===== config.mk =====
export PLATFORM = sky130hd
export DESIGN_NAME = timer_dev
export DESIGN_NICKNAME = d
export VERILOG_FILES = /design/src/rtl/timer_pkg.sv /design/src/rtl/timer_regfile.sv /design/src/rtl/timer_dev.sv
export SDC_FILE = /design/constraint.sdc
export NUM_CORES = 1
export LEC_CHECK = 0
export BUFFER_PORTS_ARGS = -buffer_cell sky130_fd_sc_hd__buf_2
export CAP_MARGIN = 20
export CORE_MARGIN = 1.5
export CORE_UTILIZATION = 60
export DETAILED_ROUTE_END_ITERATION = 16
export PLACE_DENSITY_LB_ADDON = 0.15
export SYNTH_ARGS = -nofsm -noshare
export SYNTH_HDL_FRONTEND = slang
export SYNTH_SLANG_ARGS = --single-unit

===== constraint.sdc =====
create_clock -name clk -period 5.15 [get_ports clk]
set_clock_uncertainty 0.2 [all_clocks]
set_input_delay 1.03 -clock clk [delete_from_list [all_inputs] [get_ports clk]]
set_output_delay 1.03 -clock clk [all_outputs]
set_load 0.005 [all_outputs]

===== src/rtl/timer_pkg.sv =====
// Shared definitions for the memory-mapped countdown timer: register indices,
// CTRL field layout, mode encodings and FSM state encoding.
package timer_pkg;

  localparam int DATA_W = 32;

  localparam logic [1:0] IDX_CTRL   = 2'd0;
  localparam logic [1:0] IDX_PRESET = 2'd1;
  localparam logic [1:0] IDX_COUNT  = 2'd2;

  localparam int CTRL_EN_BIT   = 0;
  localparam int CTRL_MODE_LSB = 1;
  localparam int CTRL_MODE_MSB = 2;
  localparam int CTRL_IM_BIT   = 3;

  localparam logic [1:0] MODE_ONESHOT = 2'b00;
  localparam logic [1:0] MODE_RELOAD  = 2'b01;

  typedef enum logic [1:0] {
    ST_IDLE = 2'd0,
    ST_LOAD = 2'd1,
    ST_CNT  = 2'd2,
    ST_INT  = 2'd3
  } state_e;

  // Field order mirrors the CTRL bit positions above (IM=3, MODE=2:1, EN=0).
  typedef struct packed {
    logic       im;
    logic [1:0] mode;
    logic       en;
  } ctrl_t;

  // Encodings 10/11 behave as one-shot, so only 01 selects auto-reload.
  function automatic logic is_reload(input logic [1:0] mode);
    return (mode == MODE_RELOAD);
  endfunction

endpackage


===== src/rtl/timer_regfile.sv =====
// CTRL/PRESET storage, write decode and combinational read mux for the timer.
// A software CTRL write takes priority over the hardware EN clear.
module timer_regfile
  import timer_pkg::*;
(
  input  logic              clk_i,
  input  logic              rst_ni,
  input  logic [1:0]        addr_i,
  input  logic [DATA_W-1:0] wdata_i,
  input  logic              we_i,
  input  logic              hw_en_clr_i,
  input  logic [DATA_W-1:0] count_i,
  output logic [DATA_W-1:0] rdata_o,
  output ctrl_t             ctrl_o,
  output logic [DATA_W-1:0] preset_o,
  output logic              ctrl_we_o
);

  ctrl_t             ctrl_q, ctrl_d;
  logic [DATA_W-1:0] preset_q, preset_d;
  logic              ctrl_we;
  logic              preset_we;

  assign ctrl_we   = we_i && (addr_i == IDX_CTRL);
  assign preset_we = we_i && (addr_i == IDX_PRESET);

  always_comb begin
    ctrl_d   = ctrl_q;
    preset_d = preset_q;
    if (ctrl_we) begin
      ctrl_d = ctrl_t'(wdata_i[CTRL_IM_BIT:CTRL_EN_BIT]);
    end else if (hw_en_clr_i) begin
      ctrl_d.en = 1'b0;
    end
    if (preset_we) begin
      preset_d = wdata_i;
    end
  end

  always_ff @(posedge clk_i) begin
    if (!rst_ni) begin
      ctrl_q   <= '0;
      preset_q <= '0;
    end else begin
      ctrl_q   <= ctrl_d;
      preset_q <= preset_d;
    end
  end

  always_comb begin
    rdata_o = '0;
    case (addr_i)
      IDX_CTRL:   rdata_o = {{(DATA_W-4){1'b0}}, ctrl_q};
      IDX_PRESET: rdata_o = preset_q;
      IDX_COUNT:  rdata_o = count_i;
      default:    rdata_o = '0;
    endcase
  end

  assign ctrl_o    = ctrl_q;
  assign preset_o  = preset_q;
  assign ctrl_we_o = ctrl_we;

endmodule


===== src/rtl/timer_dev.sv =====
// 32-bit countdown timer device: IDLE/LOAD/CNT/INT sequencer, COUNT register
// and a pending flag gated by CTRL.IM onto a level interrupt request.
module timer_dev
  import timer_pkg::*;
(
  input  logic              clk,
  input  logic              rst_n,
  input  logic [1:0]        dev_addr,
  input  logic [DATA_W-1:0] dev_write_data,
  input  logic              dev_write_en,
  output logic [DATA_W-1:0] dev_read_data,
  output logic              int_request
);

  state_e            state_q, state_d;
  logic [DATA_W-1:0] count_q, count_d;
  logic              pend_q, pend_d;
  logic              hw_en_clr;
  logic              ctrl_we;
  logic              reload;
  ctrl_t             ctrl;
  logic [DATA_W-1:0] preset;

  timer_regfile u_regfile (
    .clk_i       (clk),
    .rst_ni      (rst_n),
    .addr_i      (dev_addr),
    .wdata_i     (dev_write_data),
    .we_i        (dev_write_en),
    .hw_en_clr_i (hw_en_clr),
    .count_i     (count_q),
    .rdata_o     (dev_read_data),
    .ctrl_o      (ctrl),
    .preset_o    (preset),
    .ctrl_we_o   (ctrl_we)
  );

  assign reload = is_reload(ctrl.mode);

  // The CNT->INT pending set is assigned last so it wins over a CTRL-write clear.
  always_comb begin
    state_d   = state_q;
    count_d   = count_q;
    pend_d    = pend_q;
    hw_en_clr = 1'b0;
    if (ctrl_we && !reload) begin
      pend_d = 1'b0;
    end
    case (state_q)
      ST_IDLE: begin
        if (ctrl.en) state_d = ST_LOAD;
      end
      ST_LOAD: begin
        count_d = preset;
        state_d = ctrl.en ? ST_CNT : ST_IDLE;
      end
      ST_CNT: begin
        if (!ctrl.en) begin
          state_d = ST_IDLE;
        end else if (count_q > 32'd1) begin
          count_d = count_q - 32'd1;
        end else begin
          count_d = '0;
          pend_d  = 1'b1;
          state_d = ST_INT;
        end
      end
      ST_INT: begin
        if (reload) begin
          pend_d  = 1'b0;
          state_d = ST_LOAD;
        end else begin
          hw_en_clr = 1'b1;
          state_d   = ST_IDLE;
        end
      end
      default: state_d = ST_IDLE;
    endcase
  end

  always_ff @(posedge clk) begin
    if (!rst_n) begin
      state_q <= ST_IDLE;
      count_q <= '0;
      pend_q  <= 1'b0;
    end else begin
      state_q <= state_d;
      count_q <= count_d;
      pend_q  <= pend_d;
    end
  end

  assign int_request = pend_q & ctrl.im;

endmodule


==> Word level (Yosys, flattened, before mapping) <==
Index checks and enable logic that the tools add are counted.
W data, S select, Z words.
{ "totals": {"ff_bits": 71, "output_inout_bits": 33} }
{ "op_classes": {"n_addsub": 1, "magnitude_cmp": 1, "eq_ne": 9, "mux": 19, "bitwise_logic": 1, "n_reduce_logical": 10} }
{ "ops": {"columns": ["op", "count"], "rows": [
  ["$pmux W32 S3", 1],
  ["$mux W32", 2],
  ["$pmux W32 S2", 1],
  ["$gt A32 B1 Y1 const B", 1],
  ["$sub A32 B1 Y32 const B", 1],
  ["$mux W1", 9],
  ["$mux W2", 4],
  ["$pmux W2 S4", 1],
  ["$eq A2 B1 Y1 const B", 3],
  ["$eq A2 B2 Y1 const B", 3],
  ["$logic_not A2 Y1", 2],
  ["$ne A2 B1 Y1 const B", 2],
  ["$reduce_and A2 Y1", 2],
  ["$reduce_bool A2 Y1", 2],
  ["$logic_and A1 B1 Y1", 3],
  ["$ne A3 B3 Y1 const B", 1],
  ["$pmux W1 S2", 1],
  ["$and A1 B1 Y1", 1],
  ["$logic_not A1 Y1", 1]
]} }

==> Depth between registers and ports, before layout <==
Gate-level depths: netlist of the first run.
{ "depth": {"word_depth": 7, "mapped_depth": 8} }

==> Cells and area by module <==
Synthesis of the first run repeated with hierarchy kept, for this count alone.
{ "unflattened": {"cells_unflattened": 535, "area_unflattened_um2": 4274.1} }
{ "by_module_without_submodules": {"columns": ["mod", "n_inst", "cells_per_inst", "area_each_um2", "seq_area_each_um2"], "rows": [
  ["timer_dev", 1, 333, 2439.8, 700.7],
  ["timer_regfile", 1, 202, 1834.3, 720.7]
]} }

==> Worst setup path before layout of the first run <==
OpenSTA, ideal clock, no wires.
{ "synth_path": {"kind": "input to output", "startpoint": "input port dev_addr[1]", "endpoint": "output port dev_read_data[10]", "t_arrival_ps": 2198, "slack_ps": 1722, "cell_stages": 5, "n_path_buf": 3, "path_cell_list": "clkbuf_1 nor2b_1 clkbuf_1 clkbuf_1 a22o_1"} }
{ "synth_via": {"elab_chain_cells": 2} }
{ "synth_rtl": {"columns": ["element", "line", "rtl"], "rows": [
  ["from (decl)", "timer_dev.sv:8", "input logic [1:0] dev_addr,"],
  ["$eq A2 B2 Y1, or another cell as far along", "timer_regfile.sv:52", "case (addr_i)"],
  ["$pmux W32 S3 *", "timer_regfile.sv:52", null],
  ["to (decl)", "timer_dev.sv:11", "output logic [DATA_W-1:0] dev_read_data,"]
]} }
Mark *: on every way between the ends. The rest lies on a longest branch, timed or not.

==> Worst setup path after layout of the first run <==
{ "layout_path": {"startpoint": "input port dev_addr[1]", "endpoint": "output port dev_read_data[27]"} }
Same word-level chain as after synthesis.

==> results.yml, run 1 <==
setup_path:
  crit_fanout: 15
  reg2reg_slack_ns: 1.82
  required_ns: 3.92
  slowest_stage: "sky130_fd_sc_hd__nor2b_2"
  critical_path.cell_chain: "buf_2, nor2b_2, buf_4, a22o_1, buf_2"
  cp_top_family: "buffers and inverters"
  critPathCaptureType: "output pin"
  crit_path_frequent_cell: "sky130_fd_sc_hd__buf_2"
  maximum_single_stage_delay_on_the_critical_path_ns: 0.62
  timing.critical_path.buf_inv: 3
  worst-endpoint-arrival_ns: 2.47
  timing.setup.critical_path_class: "primary input to output pin"
  critPathLaunchType: "primary input"
cts:
  cts.repair_timing.setup_buffer_count: 0
  clock_insertion_delay_worst_skew_ns: 0.36
  clock_tree.htree_level_count: 3
  clkSinkCount: 71
  cts_tree: "done"
  cts.repair.resized: 0
  ctsRootBufferMaster: "sky130_fd_sc_hd__clkbuf_8"
  number_of_buffers_created_by_cts: 9
  cts.hold.buffers_added: 0
  cts.clk_slew.worst_paths_ns: 0.07
  clock_buffer_depth: 2
logic_synthesis:
  syn-instance-count: 508
  ys.flop_type: "sky130_fd_sc_hd__dfxtp_1"
  post_synth_edffs: 0
  synthesis.area_mm2: 0.00382
  ys_seq_elements: 71
  synth_cell_types: 47
  yosysTopAreaCell: "sky130_fd_sc_hd__dfxtp_1"
  share_of_the_synthesized_area_in_the_top_cell_type_pct: 37.2
  fraction_of_registers_with_async_set_reset_pct: 0
  syn_nets: 547
  synth-warning-count: 0
  ys_top_cells_by_area: "sky130_fd_sc_hd__dfxtp_1, sky130_fd_sc_hd__nand2_1, sky130_fd_sc_hd__a21oi_1"
  seq_area_frac_synth_pct: 37.2
  post_synth.cell_area_avg_um2: 7.51
routing:
  drt_pre_antenna_iters: 5
  dr.first_iter.drc_count: 503
  routed_via_density: 6.60
  routedWlPerCell_um: 17.5
  totalWireLength_um: 11200
  route.detailed.drc: 0
  via_count: 4216
  final_antenna_net_count: 0
sta:
  worst_pin_slew_ns: 0.909
  timing.max_slew.rel_slack_pct: 39.3
  tns_ns: 0
  final_report_setup_violation_count: 0
  period_minus_slack_ns: 3.70
  min_period_over_period_pct: 71.9
  finalHoldViolCount: 0
  drv_slew: 0
  grt_setup_unrepaired: "no"
  max_freq_mhz: 270
cells_and_area:
  fin_nets: 598
  multi_input_comb_area_mm2: 0.00223
  layout-area-overhead-vs-synth_pct: 15.9
  antenna-diode-count: 0
  layout-drive-gt1-share_pct: 19.0
  final_cell_count_no_fill: 639
  fillers: 509
  seq_area_mm2: 0.00142
grt:
  first_global_vias: 3864
  grt_pass1_wl_um: 18100
  grt_usage_pct: 34.4
  antenna_found_initial: 0
  grt.overflow.total: 0
  grt_max_degree: 62
floorplanning:
  die_area_mm2: 0.00685
  fp.dieH_um: 82.8
  floorplan.rows: 28
  core-area_mm2: 0.00603
  floorplan.initialDensity_pct: 63.3
  width_of_the_chip_um: 82.8
  num_io_pins: 70
placed_design:
  portBuffers: 69
  gpl.final_weighted_congestion: 0.917
  numPlacedInstances: 621
  place.detailed.hpwl_um: 7300
status:
  run_status: "completed"
hold_path:
  hp-class: "register to register"
pwr:
  power_density_mw_per_mm2: 269
  leakage_nw: 1.74
  ir_worst_vdd_mv: 0.195
  report.power.total_mw: 1.19
job:
  cap_violations: 0
[cell type report]
type	instances	area share (%)
Multi-Input combinational cell	393	50.3
Sequential cell	71	32.1
Timing Repair Buffer	78	9.67
Clock buffer	11	3.42
Tap cell	75	2.12
Clock inverter	5	1.81
Inverter	6	0.509
[layer usage]
metal / GRT usage, % / part of all wire (%) / vias up / wire length [µm]
met2: 55.7 / 46 / 260 / 5110
met5: 0 / 0 / - / 0
met4: 13.7 / 2.0 / 0 / 225
met1: 46.2 / 43 / 1947 / 4840
met3: 4.73 / 8.7 / 29 / 975
li1: - / - / 1980 / -
[sequential cells by signal, indices dropped and copies added (netlist names)]
name	count
count_q	32
pend_q	1
state_q	2
u_regfile.ctrl_o	4
u_regfile.preset_o	32
[cell usage after synthesis (all sizes together), types with 2 or more instances]
master / count
a32oi: 8
clkbuf: 34
o311ai: 3
o22ai: 3
nand3b: 3
nand3: 23
a22o: 28
or4: 5
nand2: 114
a22oi: 10
a21oi: 60
nor3: 14
mux2i: 4
o211ai: 5
inv: 6
a2bb2oi: 2
nor2: 22
buf: 4
nand4: 4
a31oi: 15
a32o: 5
o21ai: 19
or3: 5
nand2b: 3
dfxtp: 71
o41ai: 2
and2: 4
or2: 2
ha: 2
nor4: 14
nor2b: 5
[placed cells by master, fill, tap and decap left out, drive strengths merged, types with 15 or more instances in the layout]
| cell | netlist | routed |
|---|---|---|
| a22o | 28 | 28 |
| o21ai | 19 | 19 |
| nand2 | 114 | 114 |
| a31oi | 15 | 15 |
| nor2 | 22 | 22 |
| nand3 | 23 | 23 |
| buf | 4 | 78 |
| a21oi | 60 | 60 |
| dfxtp | 71 | 71 |
[kinds of logic after synthesis]
| group | share of synthesized area (%) |
|---|---|
| AND/OR/NAND/NOR | 27.4 |
| AO/OA/AOI/OAI | 29.0 |
| flip-flops | 37.2 |
| buffers and inverters | 4.62 |
| multiplexers | 1.05 |
| adder cells (fa/ha/maj) | 0.656 |
[through the flow]
step                      setup WS (ns)  area, µm²  hold WS, ns  utilization (%)
after floorplan                    1.72       3820        0.244                -
after global placement             1.56       4160        0.259             69.1
after detailed placement           1.52       4160        0.268             69.1
after CTS                          1.49       4390        0.279             72.9
after global routing               1.40       4420        0.297             73.4
final                              1.45       4420        0.279             73.4
[report_power, final]
part | internal, mW | switching [mW]
registers | 0.559 | 0.0106
logic | 0.0375 | 0.0655
clock network | 0.298 | 0.221
total | 0.895 | 0.297
[path summary, 6_finish.rpt]
check / startpoint / end / cells after the start
setup / recovery: dev_addr[1] / dev_read_data[27] / 5
hold reg to reg: u_regfile.ctrl_o[1]$_SDFFE_PN0P_ / u_regfile.ctrl_o[1]$_SDFFE_PN0P_ / 2
setup reg to reg: count_q[5]$_SDFFE_PN0P_ / count_q[2]$_SDFFE_PN0P_ / 7
hold / removal: u_regfile.ctrl_o[1]$_SDFFE_PN0P_ / u_regfile.ctrl_o[1]$_SDFFE_PN0P_ / 2
[worst min-delay path, cell delays in order, from the launching register on]
cell,delay [ns]
sky130_fd_sc_hd__dfxtp_1,0.33
sky130_fd_sc_hd__nand2_1,0.06
sky130_fd_sc_hd__a21oi_1,0.05
Power figures use the tool's default switching activity.
==> inputs of run 2 (changes only) <==
- ABC_AREA: not set -> 1
- CORE_UTILIZATION: 60 -> 56
- clock period: 5.15 -> 3.6 ns (I/O delays scaled with it)
==> run 2 against run 1 <==
Effect of this change: worst hold slack worse by 0.0057 ns; die area up 14%; sequential power up 49%; final area up 5.4%; via count up 3.4%; non-clock buffer count down 2; utilization down 5.9 points; routed wire length up 0.25%; synthesized area up 6.7%.
==> results.yml, run 2 <==
status:
  run_status: "completed"
pwr:
  ir_worst_vdd_mv: 0.242
  leakage_nw: 2.07
  power_density_mw_per_mm2: 432
routing:
  dr.first_iter.drc_count: 258
  via_count: 4358
  final_antenna_net_count: 0
  drt_pre_antenna_iters: 5
  routed_via_density: 5.61
  totalWireLength_um: 11200
  route.detailed.drc: 0
  routedWlPerCell_um: 14.4
cells_and_area:
  design_area_mm2: 0.00466
  mostFrequentLayoutCells: "sky130_fd_sc_hd__a21oi_1, sky130_fd_sc_hd__inv_1, sky130_fd_sc_hd__nand2_1, sky130_fd_sc_hd__dfxtp_1, sky130_fd_sc_hd__buf_2"
  antenna-diode-count: 0
  fin_nets: 715
  layout-drive-gt1-share_pct: 17.9
  layout-area-overhead-vs-synth_pct: 14.5
  finalCoreUtilization_pct: 67.5
  final_cell_count_no_fill: 777
  layout.cells.most_common: "sky130_fd_sc_hd__a21oi_1"
grt:
  grt.overflow.total: 0
  first_global_vias: 3990
  grt_usage_pct: 29.4
  grt_pass1_wl_um: 18100
  antenna_found_initial: 0
  grt_max_degree: 39
cts:
  cts.repair_timing.setup_buffer_count: 0
  cts_tree: "done"
  cts.clk_slew.worst_paths_ns: 0.08
  number_of_buffers_created_by_cts: 9
  cts.hold.buffers_added: 0
  clock_tree.htree_level_count: 3
  clock_buffer_depth: 2
  clock_insertion_delay_worst_skew_ns: 0.35
  clkSinkCount: 71
  ctsRootBufferMaster: "sky130_fd_sc_hd__clkbuf_8"
  cts.repair.resized: 0
logic_synthesis:
  synth_top_cells_by_count: "sky130_fd_sc_hd__a21oi_1, sky130_fd_sc_hd__inv_1, sky130_fd_sc_hd__nand2_1, sky130_fd_sc_hd__dfxtp_1, sky130_fd_sc_hd__nor2_1"
  synth-warning-count: 0
  syn_nets: 659
  ys_top_cells_by_area: "sky130_fd_sc_hd__dfxtp_1, sky130_fd_sc_hd__a21oi_1, sky130_fd_sc_hd__inv_1"
  synthesis.area_mm2: 0.00407
  syn-instance-count: 620
  yosysTopAreaCell: "sky130_fd_sc_hd__dfxtp_1"
  fraction_of_registers_with_async_set_reset_pct: 0
  ys_seq_elements: 71
  synth_cell_types: 30
  post_synth.cell_area_avg_um2: 6.57
  synth.most_common_cell: "sky130_fd_sc_hd__a21oi_1"
  post_synth_edffs: 0
  share_of_the_synthesized_area_in_the_top_cell_type_pct: 34.9
  ys.flop_type: "sky130_fd_sc_hd__dfxtp_1"
  seq_area_frac_synth_pct: 34.9
job:
  cap_violations: 0
setup_path:
  timing.setup.critical_path_class: "primary input to output pin"
  crit_fanout: 15
  required_ns: 2.68
  critPathLaunchType: "primary input"
  worst-endpoint-arrival_ns: 2.06
  critPathCaptureType: "output pin"
floorplanning:
  num_io_pins: 70
  width_of_the_chip_um: 88.3
  die_area_mm2: 0.00779
  fp.dieH_um: 88.3
  floorplan.rows: 30
  floorplan.initialDensity_pct: 58.9
  core-area_mm2: 0.00691
sta:
  final_report_setup_violation_count: 0
  grt_setup_unrepaired: "no"
  timing.max_slew.rel_slack_pct: 42.2
  tns_ns: 0
  max_freq_mhz: 336
  worst_pin_slew_ns: 0.865
  finalHoldViolCount: 0
  period_minus_slack_ns: 2.98
  drv_slew: 0
  fin_hold_ws_ns: 0.274
  min_period_over_period_pct: 82.8
placed_design:
  place.detailed.hpwl_um: 7770
  placed_cell_area_mm2: 0.00444
  gpl.final_weighted_congestion: 0.963
  numPlacedInstances: 761
  portBuffers: 69
hold_path:
  hp-class: "register to register"
==> run 2: cell count changes in the layout (fill, tap and decap cells not counted), moves of 12 or more <==
cell,before,now
sky130_fd_sc_hd__inv_1,5,83
sky130_fd_sc_hd__o22ai_1,3,28
sky130_fd_sc_hd__o21ai_0,19,44
sky130_fd_sc_hd__nor4_1,12,0
sky130_fd_sc_hd__a21oi_1,58,96
sky130_fd_sc_hd__nand2_1,114,82
sky130_fd_sc_hd__nand3_1,23,38
sky130_fd_sc_hd__o21ai_1,0,34
sky130_fd_sc_hd__a22o_1,28,0
sky130_fd_sc_hd__a31oi_1,15,0
sky130_fd_sc_hd__nor2_1,22,58
==> run 2: power by group <==
group | internal (mW) | switching (mW)
combinational | 0.148 | 0.303
clock | 0.407 | 0.308
sequential | 0.820 | 0.0280
==> run 2: kinds of logic after synthesis <==
| group | after synthesis | synth area share (%) |
|---|---|---|
| and+or+nand+nor | 207 | 22.4 |
| buffers and inverters | 118 | 11.8 |
| AOI/OAI and AO/OA | 215 | 28.8 |
| adders and majority gates | 2 | 0.615 |
| DFF | 71 | 34.9 |
| xor gates and xnor gates | 7 | 1.51 |
==> run 2: path summary, 6_finish.rpt <==
path                                 startpoint                                  to  slack [ns]  cells past startpoint
max                                 dev_addr[0]                   dev_read_data[27]        0.62                      8
min          u_regfile.preset_o[7]$_SDFFE_PN0P_  u_regfile.preset_o[7]$_SDFFE_PN0P_        0.27                      2
max reg2reg             count_q[0]$_SDFFE_PN0P_            count_q[21]$_SDFFE_PN0P_        0.99                      9
min reg2reg  u_regfile.preset_o[7]$_SDFFE_PN0P_  u_regfile.preset_o[7]$_SDFFE_PN0P_        0.27                      2
==> run 2: layout make-up <==
| type | instances | area, µm² |
|---|---|---|
| repair buffers | 76 | 398 |
| multi-input cells | 431 | 2170 |
| well taps | 96 | 120 |
| clock buffers | 10 | 138 |
| fillers | 677 | 2240 |
| clock inverters | 6 | 83.8 |
| inverters | 87 | 329 |
| flip-flops and latches | 71 | 1420 |
==> run 2: through the flow <==
step | setup slack (ns) | total power, mW
global placement | 0.720 | 1.29
detailed placement | 0.635 | 1.31
floorplan | 1.09 | 1.18
global route | 0.538 | 2.11
CTS | 0.634 | 2.01
finish | 0.620 | 2.01
==> run 2: routing by layer <==
metal	share of wire (%)	up-vias	wire [µm]	global-route usage (%)
li1	-	2174	-	-
met1	44	2001	4870	36.9
met2	48	159	5390	49.9
met3	6.2	24	690	4.85
met4	2.0	0	225	12.6
met5	0	-	0	0
==> run 2: worst max-delay path: stages <==
cell and delay, ns:
sky130_fd_sc_hd__buf_2 0.11, sky130_fd_sc_hd__inv_1 0.06, sky130_fd_sc_hd__nor2_1 0.04, sky130_fd_sc_hd__buf_4 0.15, sky130_fd_sc_hd__inv_1 0.41, sky130_fd_sc_hd__buf_4 0.33, sky130_fd_sc_hd__o22ai_1 0.10, sky130_fd_sc_hd__buf_2 0.14
